==> config.mk <==
export PLATFORM = sky130hd
export DESIGN_NAME = muldiv_unit
export DESIGN_NICKNAME = d
export VERILOG_FILES = /design/src/rtl/muldiv_unit_pkg.sv /design/src/rtl/muldiv_unit_negate_cond.sv /design/src/rtl/muldiv_unit.sv
export SDC_FILE = /design/constraint.sdc
export NUM_CORES = 1
export LEC_CHECK = 0
export CAP_MARGIN = 10
export CORE_MARGIN = 3
export CORE_UTILIZATION = 40
export DETAILED_ROUTE_END_ITERATION = 8
export PLACE_DENSITY_LB_ADDON = 0.25
export SETUP_SLACK_MARGIN = 0.4
export SYNTH_ARGS = -nofsm -noshare
export SYNTH_HDL_FRONTEND = slang
export SYNTH_HIERARCHICAL = 1
export SYNTH_SLANG_ARGS = --single-unit
==> constraint.sdc <==
create_clock -name clk -period 8.8 [get_ports clk]
set_input_delay 1.76 -clock clk [delete_from_list [all_inputs] [get_ports clk]]
set_output_delay 1.76 -clock clk [all_outputs]
set_load 0.005 [all_outputs]
==> src/rtl/muldiv_unit_pkg.sv <==
// rtl/muldiv_unit_pkg.sv - multiply/divide op codes and op classification helpers
package muldiv_unit_pkg;

    localparam logic [2:0] MD_MULT  = 3'd0;
    localparam logic [2:0] MD_MULTU = 3'd1;
    localparam logic [2:0] MD_DIV   = 3'd2;
    localparam logic [2:0] MD_DIVU  = 3'd3;
    localparam logic [2:0] MD_MTHI  = 3'd4;
    localparam logic [2:0] MD_MTLO  = 3'd5;

    function automatic logic op_is_signed(input logic [2:0] op);
        return (op == MD_MULT) || (op == MD_DIV);
    endfunction

    function automatic logic op_is_muldiv(input logic [2:0] op);
        return op <= MD_DIVU;
    endfunction

    function automatic logic op_is_div(input logic [2:0] op);
        return (op == MD_DIV) || (op == MD_DIVU);
    endfunction

endpackage

==> src/rtl/muldiv_unit_negate_cond.sv <==
// rtl/muldiv_unit_negate_cond.sv - conditional two's-complement negation
module negate_cond #(
    parameter int WIDTH = 32
) (
    input  logic [WIDTH-1:0] din,
    input  logic             sel,
    output logic [WIDTH-1:0] dout
);

    assign dout = sel ? (~din + WIDTH'(1)) : din;

endmodule

==> src/rtl/muldiv_unit.sv <==
// rtl/muldiv_unit.sv - iterative shift-add multiply / restoring divide with HI/LO registers
module muldiv_unit
    import muldiv_unit_pkg::*;
#(
    parameter int WIDTH = 32
) (
    input  logic             clk,
    input  logic             reset,
    input  logic             start,
    input  logic [2:0]       op,
    input  logic [WIDTH-1:0] a,
    input  logic [WIDTH-1:0] b,
    output logic             busy,
    output logic             done,
    output logic [WIDTH-1:0] hi,
    output logic [WIDTH-1:0] lo
);

    localparam logic [1:0] S_IDLE = 2'd0;
    localparam logic [1:0] S_RUN  = 2'd1;
    localparam logic [1:0] S_FIX  = 2'd2;
    localparam int         CW     = $clog2(WIDTH) + 1;

    logic [1:0]         state;
    logic [CW-1:0]      cnt;
    logic               is_div, neg_res, neg_rem, div_zero;
    // Multiply: acc = product, opa = shifted multiplicand, opb = multiplier.
    // Divide: acc[WIDTH:0] = partial remainder, opa[WIDTH-1:0] = dividend/quotient, opb = divisor.
    logic [2*WIDTH-1:0] acc, opa;
    logic [WIDTH-1:0]   opb;

    logic               signed_op;
    logic [WIDTH-1:0]   abs_a, abs_b, quo_fix, rem_fix;
    logic [2*WIDTH-1:0] prod_fix;
    logic [WIDTH:0]     rem_sh, rem_diff;
    logic               q_bit;

    assign signed_op = op_is_signed(op);
    assign busy      = (state != S_IDLE);

    negate_cond #(.WIDTH(WIDTH)) u_abs_a (.din(a), .sel(signed_op & a[WIDTH-1]), .dout(abs_a));
    negate_cond #(.WIDTH(WIDTH)) u_abs_b (.din(b), .sel(signed_op & b[WIDTH-1]), .dout(abs_b));

    negate_cond #(.WIDTH(2*WIDTH)) u_fix_prod (.din(acc), .sel(neg_res), .dout(prod_fix));
    negate_cond #(.WIDTH(WIDTH)) u_fix_quo (.din(opa[WIDTH-1:0]), .sel(neg_res), .dout(quo_fix));
    negate_cond #(.WIDTH(WIDTH)) u_fix_rem (.din(acc[WIDTH-1:0]), .sel(neg_rem), .dout(rem_fix));

    assign rem_sh   = {acc[WIDTH-1:0], opa[WIDTH-1]};
    assign rem_diff = rem_sh - {1'b0, opb};
    assign q_bit    = (rem_sh >= {1'b0, opb});

    always_ff @(posedge clk or posedge reset) begin
        if (reset) begin
            state    <= S_IDLE;
            cnt      <= '0;
            is_div   <= 1'b0;
            neg_res  <= 1'b0;
            neg_rem  <= 1'b0;
            div_zero <= 1'b0;
            acc      <= '0;
            opa      <= '0;
            opb      <= '0;
            done     <= 1'b0;
            hi       <= '0;
            lo       <= '0;
        end else begin
            done <= 1'b0;
            case (state)
                S_IDLE: begin
                    if (start) begin
                        if (op_is_muldiv(op)) begin
                            is_div   <= op_is_div(op);
                            neg_res  <= signed_op & (a[WIDTH-1] ^ b[WIDTH-1]);
                            neg_rem  <= signed_op & a[WIDTH-1];
                            div_zero <= (b == '0);
                            acc      <= '0;
                            opa      <= {{WIDTH{1'b0}}, abs_a};
                            opb      <= abs_b;
                            cnt      <= '0;
                            state    <= S_RUN;
                        end else if (op == MD_MTHI) begin
                            hi <= a;
                        end else if (op == MD_MTLO) begin
                            lo <= a;
                        end
                    end
                end
                S_RUN: begin
                    if (is_div) begin
                        acc[WIDTH:0]   <= q_bit ? rem_diff : rem_sh;
                        opa[WIDTH-1:0] <= {opa[WIDTH-2:0], q_bit};
                    end else begin
                        if (opb[0]) begin
                            acc <= acc + opa;
                        end
                        opa <= opa << 1;
                        opb <= opb >> 1;
                    end
                    cnt <= cnt + CW'(1);
                    if (cnt == CW'(WIDTH - 1)) begin
                        state <= S_FIX;
                    end
                end
                S_FIX: begin
                    // A zero divisor still yields remainder = a naturally; only the quotient is forced.
                    if (is_div) begin
                        lo <= div_zero ? '1 : quo_fix;
                        hi <= rem_fix;
                    end else begin
                        {hi, lo} <= prod_fix;
                    end
                    done  <= 1'b1;
                    state <= S_IDLE;
                end
                default: state <= S_IDLE;
            endcase
        end
    end

endmodule

==> results of run 1 <==
-- registers in the layout, indices dropped and copies added (netlist names) --
register and count:
acc 64, opa 64, hi 32, lo 32
opb 32, cnt 6, state 2, div_zero 1
done 1, is_div 1, neg_rem 1, neg_res 1
-- worst register-to-register path, stage by stage, from the launching register on --
cell	delay, ns
dfrtp_1	0.56
inv_1	0.23
ha_1	0.29
nor2b_1	0.10
o21ai_0	0.09
a21boi_0	0.37
o31ai_1	0.18
a2111oi_0	0.82
nor2_1	0.17
a21oi_1	0.28
a211o_1	0.16
buf_4	0.45
nand3_1	0.34
o21ai_0	0.27
-- metrics by stage --
step	hold slack (ns)	setup WS, ns	utilization	instances
after floorplan	0.440	0.537	-	2542
final	0.475	4.39	0.463	3297
after detailed placement	0.468	4.20	0.444	3245
after global placement	0.460	4.21	0.444	3245
after global routing	0.508	3.98	0.463	3297
after CTS	0.485	4.36	0.463	3297
-- per-layer routing --
layer | vias to the layer above | track usage | share of wire
li1 | 9432 | - | -
met2 | 670 | 0.399 | 0.45
met1 | 9758 | 0.359 | 0.46
met5 | - | 0 | 0
met4 | 0 | 0.0817 | 0.034
met3 | 137 | 0.0281 | 0.055
-- logic make-up (layout without fill, tap and decap cells) --
family,Yosys count,after routing,share of synthesized area
buffers and inverters,217,292,0.0419
adder cells (fa/ha/maj),103,103,0.0619
AO/OA/AOI/OAI,796,796,0.253
flip-flops,237,237,0.282
XOR/XNOR,269,269,0.112
multiplexers,109,109,0.0530
AND/OR/NAND/NOR,811,811,0.197
-- cell usage in the layout, fill, tap and decap left out, types with 74 or more instances in the layout --
master	netlist	final
a21oi_1	127	127
inv_1	80	79
xnor2_1	235	235
mux2i_1	89	89
clkdlybuf4s50_1	0	135
a31oi_1	74	74
dfrtp_1	237	235
o21ai_0	252	252
ha_1	101	101
nand2_1	388	387
nor2_1	153	150
-- final timing paths --
| path | end | slack, ns | cells after the start |
|---|---|---|---|
| min in group asynchronous | hi[28] | 1.70 | 2 |
| max in group asynchronous | is_div | 5.76 | 3 |
| worst min-delay path | hi[31] | 0.47 | 2 |
| worst min register to register | hi[31] | 0.47 | 2 |
| worst max-delay path | acc[23] | 4.39 | 13 |
| worst max register to register | acc[23] | 4.39 | 13 |
-- cell type report --
class / instances / area, µm²
inverter: 80 / 308
clock buffer: 35 / 787
clock inverter: 17 / 210
fill: 4978 / 27800
multi-input combinational: 2088 / 14300
timing repair buffer: 160 / 1550
tap: 680 / 851
sequential: 237 / 5940
-- power by group --
part / internal (mW) / total [mW] / switching (mW)
logic: 2.27 / 5.60 / 3.33
clock network: 0.753 / 1.26 / 0.504
registers: 1.46 / 2.27 / 0.806
total: 4.48 / 9.12 / 4.64
==> results by group, run 1 <==
Run status
  • Outcome: finished, final reports clean

Route
  • DR vias/cell: 6.07
  • WL final: 73.0 mm
  • Iter 0 DRT Violations: 2051
  • Post-route antenna net violation count: 0
  • Residual DRC count: 0
  • WL/cell: 22.1 µm
  • Vias: 20.0k
  • Drt pass-1 iters: 5

Clock tree
  • Post-cts resize count: 0
  • Clk root buf: clkbuf_16
  • Htree depth: 1
  • Clock transition at path regs: 0.06 ns
  • Clock Latency Late Sink: 0.58 ns
  • Deepest clock path buffer count: 3
  • Cts-stage hold buffer count: 0
  • # Post-CTS Setup Buffers: 0
  • Clock Sinks: 237
  • CTS buffer count: 28
  • CTS tree: yes

Global routing
  • Via count of the first global-routing pass: 18.8k
  • Largest net degree at the start of global routing: 138
  • Grt total ovfl: 0
  • First-pass GRT wire length: 113 mm
  • Global-route usage over all layers: 0.252
  • Initial antenna violation count: 0

Setup path
  • Critical path type: reg -> reg
  • Worst Path Buf+Inv: 2
  • Crit path max-delay cell type: a2111oi_0
  • Biggest cell delay along the critical path: 0.82 ns
  • Top cell by count, worst path: o21ai_0
  • Worst r2r src: opa[31]
  • Crit path required time: 9.28 ns
  • CP endpoint kind: flip-flop
  • Critical Path, Cell by Cell: inv_1 -> ha_1 -> nor2b_1 -> o21ai_0 -> a21boi_0 -> o31ai_1 -> a2111oi_0 -> nor2_1 -> a21oi_1 -> a211o_1 -> buf_4 -> nand3_1 -> o21ai_0
  • Worst setup SP type: flip-flop
  • CP top delay family: compound AO/OA/AOI/OAI gates
  • Worst EP arrival: 4.89 ns
  • Crit path from: opa[31]
  • CP Max Fanout: 36

Yosys
  • Most used DFF post-synth: dfrtp_1
  • Yosys warning count: 6
  • Syn nets: 2715
  • Number of synthesized flops with an enable pin: 0
  • Synthesized flop and latch total: 237
  • Synth area leaders: dfrtp_1, xnor2_1, nand2_1
  • Post-synth cell types: 85
  • Synthesized area: 21100 µm²
  • Async SR Flop Fraction: 1.00
  • Most numerous cell in the Yosys netlist: nand2_1
  • Sequential-to-total area share from yosys stat: 0.282
  • Synth cell count leaders: nand2_1, o21ai_0, dfrtp_1
  • Syn Inst Count: 2542
  • Post-Syn Area per Cell: 8.29 µm²
  • Yosys top cell area share: 0.282
  • Post-synth top area cell: dfrtp_1

Placed design
  • DPL Wire Length: 55.7 mm
  • RePlAce Congestion: 0.952
  • Area of placed instances: 23000 µm²
  • # port buffers: 135

Timing
  • RSZ-0062 raised after global routing: false
  • Final slew viol count: 0
  • Clock Skews: 0.0271 ns
  • Hold Vio Cnt, Final: 0
  • Slew headroom: 0.264
  • Minimum clock period: 4.41 ns
  • Setup_tns: 0 ns
  • F_max: 227 MHz
  • Final setup fails: 0
  • Least-Margin Pin Slew: 1.10 ns
  • Period utilization: 0.501

Floorplan
  • Core ar.: 51700 µm²
  • Die Ht: 235 µm
  • Die Wd: 235 µm
  • Floorplan row count: 83
  • Initial Util: 0.407
  • Die ar.: 55400 µm²
  • IO Pins: 136

Layout
  • Antenna Cells: 0
  • Share of post-route cells with drive strength above 1: 0.0757
  • Design area: 23900 µm²
  • Final nets: 2768
  • Synthesis-to-layout area growth: 13.7%

Min path
  • Hold WC Path Type: reg -> reg
  • Worst hold start: hi[31]

Power
  • Max VDD drop: 0.203 mV
  • Lkg Pwr: 9.37 nW
  • Total power draw: 9.12 mW
  • Power Density: 381 nW/µm²

Job
  • Max Cap Viol: 0
(Power assumes the default switching activity.)
==> inputs of run 2 (changes only) <==
Clock period 8.8 ns to 4.6 ns, I/O delays scaled along.
==> results by group, run 2 (synthesis results as in run 1) <==
Layout
  • Non-filler cells, final: 3330
  • Top flop regs: acc (64), opa (64)
  • Antenna Cells: 0
  • Share of post-route cells with drive strength above 1: 0.0849
  • Commonest non-fill, non-tap cell in the layout: nand2_1
  • Design area: 24200 µm²
  • Leading cell types in the layout, fill and taps excluded: nand2_1, o21ai_0, xnor2_1, dfrtp_1, nor2_1
  • Synthesis-to-layout area growth: 15.1%
  • Final nets: 2799

Route
  • Post-route antenna net violation count: 0
  • DR vias/cell: 6.09
  • WL final: 76.5 mm
  • WL/cell: 23.0 µm
  • Residual DRC count: 0
  • Iter 0 DRT Violations: 1983
  • Vias: 20.3k
  • Drt pass-1 iters: 5

Timing
  • Slew headroom: 0.252
  • Period utilization: 0.878
  • RSZ-0062 raised after global routing: false
  • Hold Vio Cnt, Final: 0
  • Least-Margin Pin Slew: 1.12 ns
  • Setup_tns: 0 ns
  • Final slew viol count: 0
  • Clock Skews: 0.0300 ns
  • Minimum clock period: 4.04 ns
  • Setup slack after layout: 0.559 ns
  • F_max: 247 MHz
  • Final setup fails: 0

Setup path
  • Crit path required time: 5.12 ns
  • CP Max Fanout: 25
  • Critical path type: reg -> reg
  • Worst setup SP type: flip-flop
  • Biggest cell delay along the critical path: 0.77 ns
  • CP endpoint kind: flip-flop
  • Worst r2r src: opa[31]
  • Critical Path, Cell by Cell: inv_1 -> ha_1 -> nor2b_1 -> o21ai_0 -> a21boi_0 -> o31ai_1 -> a2111oi_0 -> nor2_1 -> a21oi_1 -> a211o_1 -> buf_4 -> or4b_1 -> nand3_1
  • Worst EP arrival: 4.57 ns
  • CP top delay family: compound AO/OA/AOI/OAI gates
  • Worst Path Buf+Inv: 2
  • Crit path from: opa[31]
  • Crit path max-delay cell type: a2111oi_0

Placed design
  • Pre-CTS WS: 0.722 ns
  • DPL Wire Length: 59.4 mm
  • RePlAce Congestion: 0.974
  • # port buffers: 135
  • Placed insts: 3273
  • Area of placed instances: 23200 µm²

Clock tree
  • Clock transition at path regs: 0.06 ns
  • Deepest clock path buffer count: 3
  • CTS tree: yes
  • Clk root buf: clkbuf_16
  • Htree depth: 1
  • Post-cts resize count: 0
  • Clock Sinks: 237
  • # Post-CTS Setup Buffers: 0
  • CTS buffer count: 30
  • Clock Latency Late Sink: 0.59 ns
  • Cts-stage hold buffer count: 0

Global routing
  • Global-route usage over all layers: 0.264
  • Grt total ovfl: 0
  • Via count of the first global-routing pass: 19.2k
  • First-pass GRT wire length: 117 mm
  • Initial antenna violation count: 0
  • Largest net degree at the start of global routing: 128

Power
  • Power Density: 735 nW/µm²
  • Lkg Pwr: 9.52 nW
  • Total power draw: 17.8 mW
  • Max VDD drop: 0.434 mV

Floorplan
  • Floorplan row count: 83
  • IO Pins: 136
  • Core ar.: 51700 µm²
  • Initial Util: 0.407
  • Die ar.: 55400 µm²
  • Die Ht: 235 µm
  • Die Wd: 235 µm

Job
  • Max Cap Viol: 0

Min path
  • Hold WC Path Type: reg -> reg
  • Worst hold start: hi[23]

Run status
  • Outcome: finished, final reports clean
==> run 2: final timing paths <==
check,endpoint,slack [ns],depth (start not counted)
max in group asynchronous,lo[13],2.77,3
min in group asynchronous,hi[25],0.85,2
max reg2reg,acc[32],0.56,13
min reg2reg,hi[23],0.48,2
max,acc[32],0.56,13
min,hi[23],0.48,2
==> run 2: power breakdown <==
part / internal, mW / leakage (nW) / switching (mW)
Combinational: 4.46 / 6.16 / 6.79
Clock: 1.48 / 0.502 / 0.981
Sequential: 2.80 / 2.87 / 1.31
Total: 8.74 / 9.52 / 9.07
==> run 2: metrics by stage <==
stage | util | hold slack [ns]
2_1_floorplan | - | 0.440
4_1_cts | 0.468 | 0.485
5_1_grt | 0.469 | 0.507
3_5_place_dp | 0.448 | 0.466
3_3_place_gp | 0.448 | 0.461
6_report | 0.469 | 0.481
==> run 2: area by class of cell <==
class	count	area, µm²
clock buffer	46	912
clock inverter	10	120
tap	680	851
multi-input combinational	2088	14300
sequential	237	5940
fill	5004	27500
timing repair buffer	189	1810
inverter	80	304
==> run 2: worst register-to-register path, stage by stage (launching register included) <==
cell       delay [ns]
dfrtp_1          0.52
inv_1            0.21
ha_1             0.28
nor2b_1          0.11
o21ai_0          0.10
a21boi_0         0.34
o31ai_1          0.17
a2111oi_0        0.77
nor2_1           0.15
a21oi_1          0.26
a211o_1          0.18
buf_4            0.36
or4b_1           0.48
nand3_1          0.09
==> run 2: metal layers <==
layer,track usage,wire [µm]
met1,0.377,34800
met2,0.418,34400
met4,0.0830,2510
met5,0,0
met3,0.0292,4770
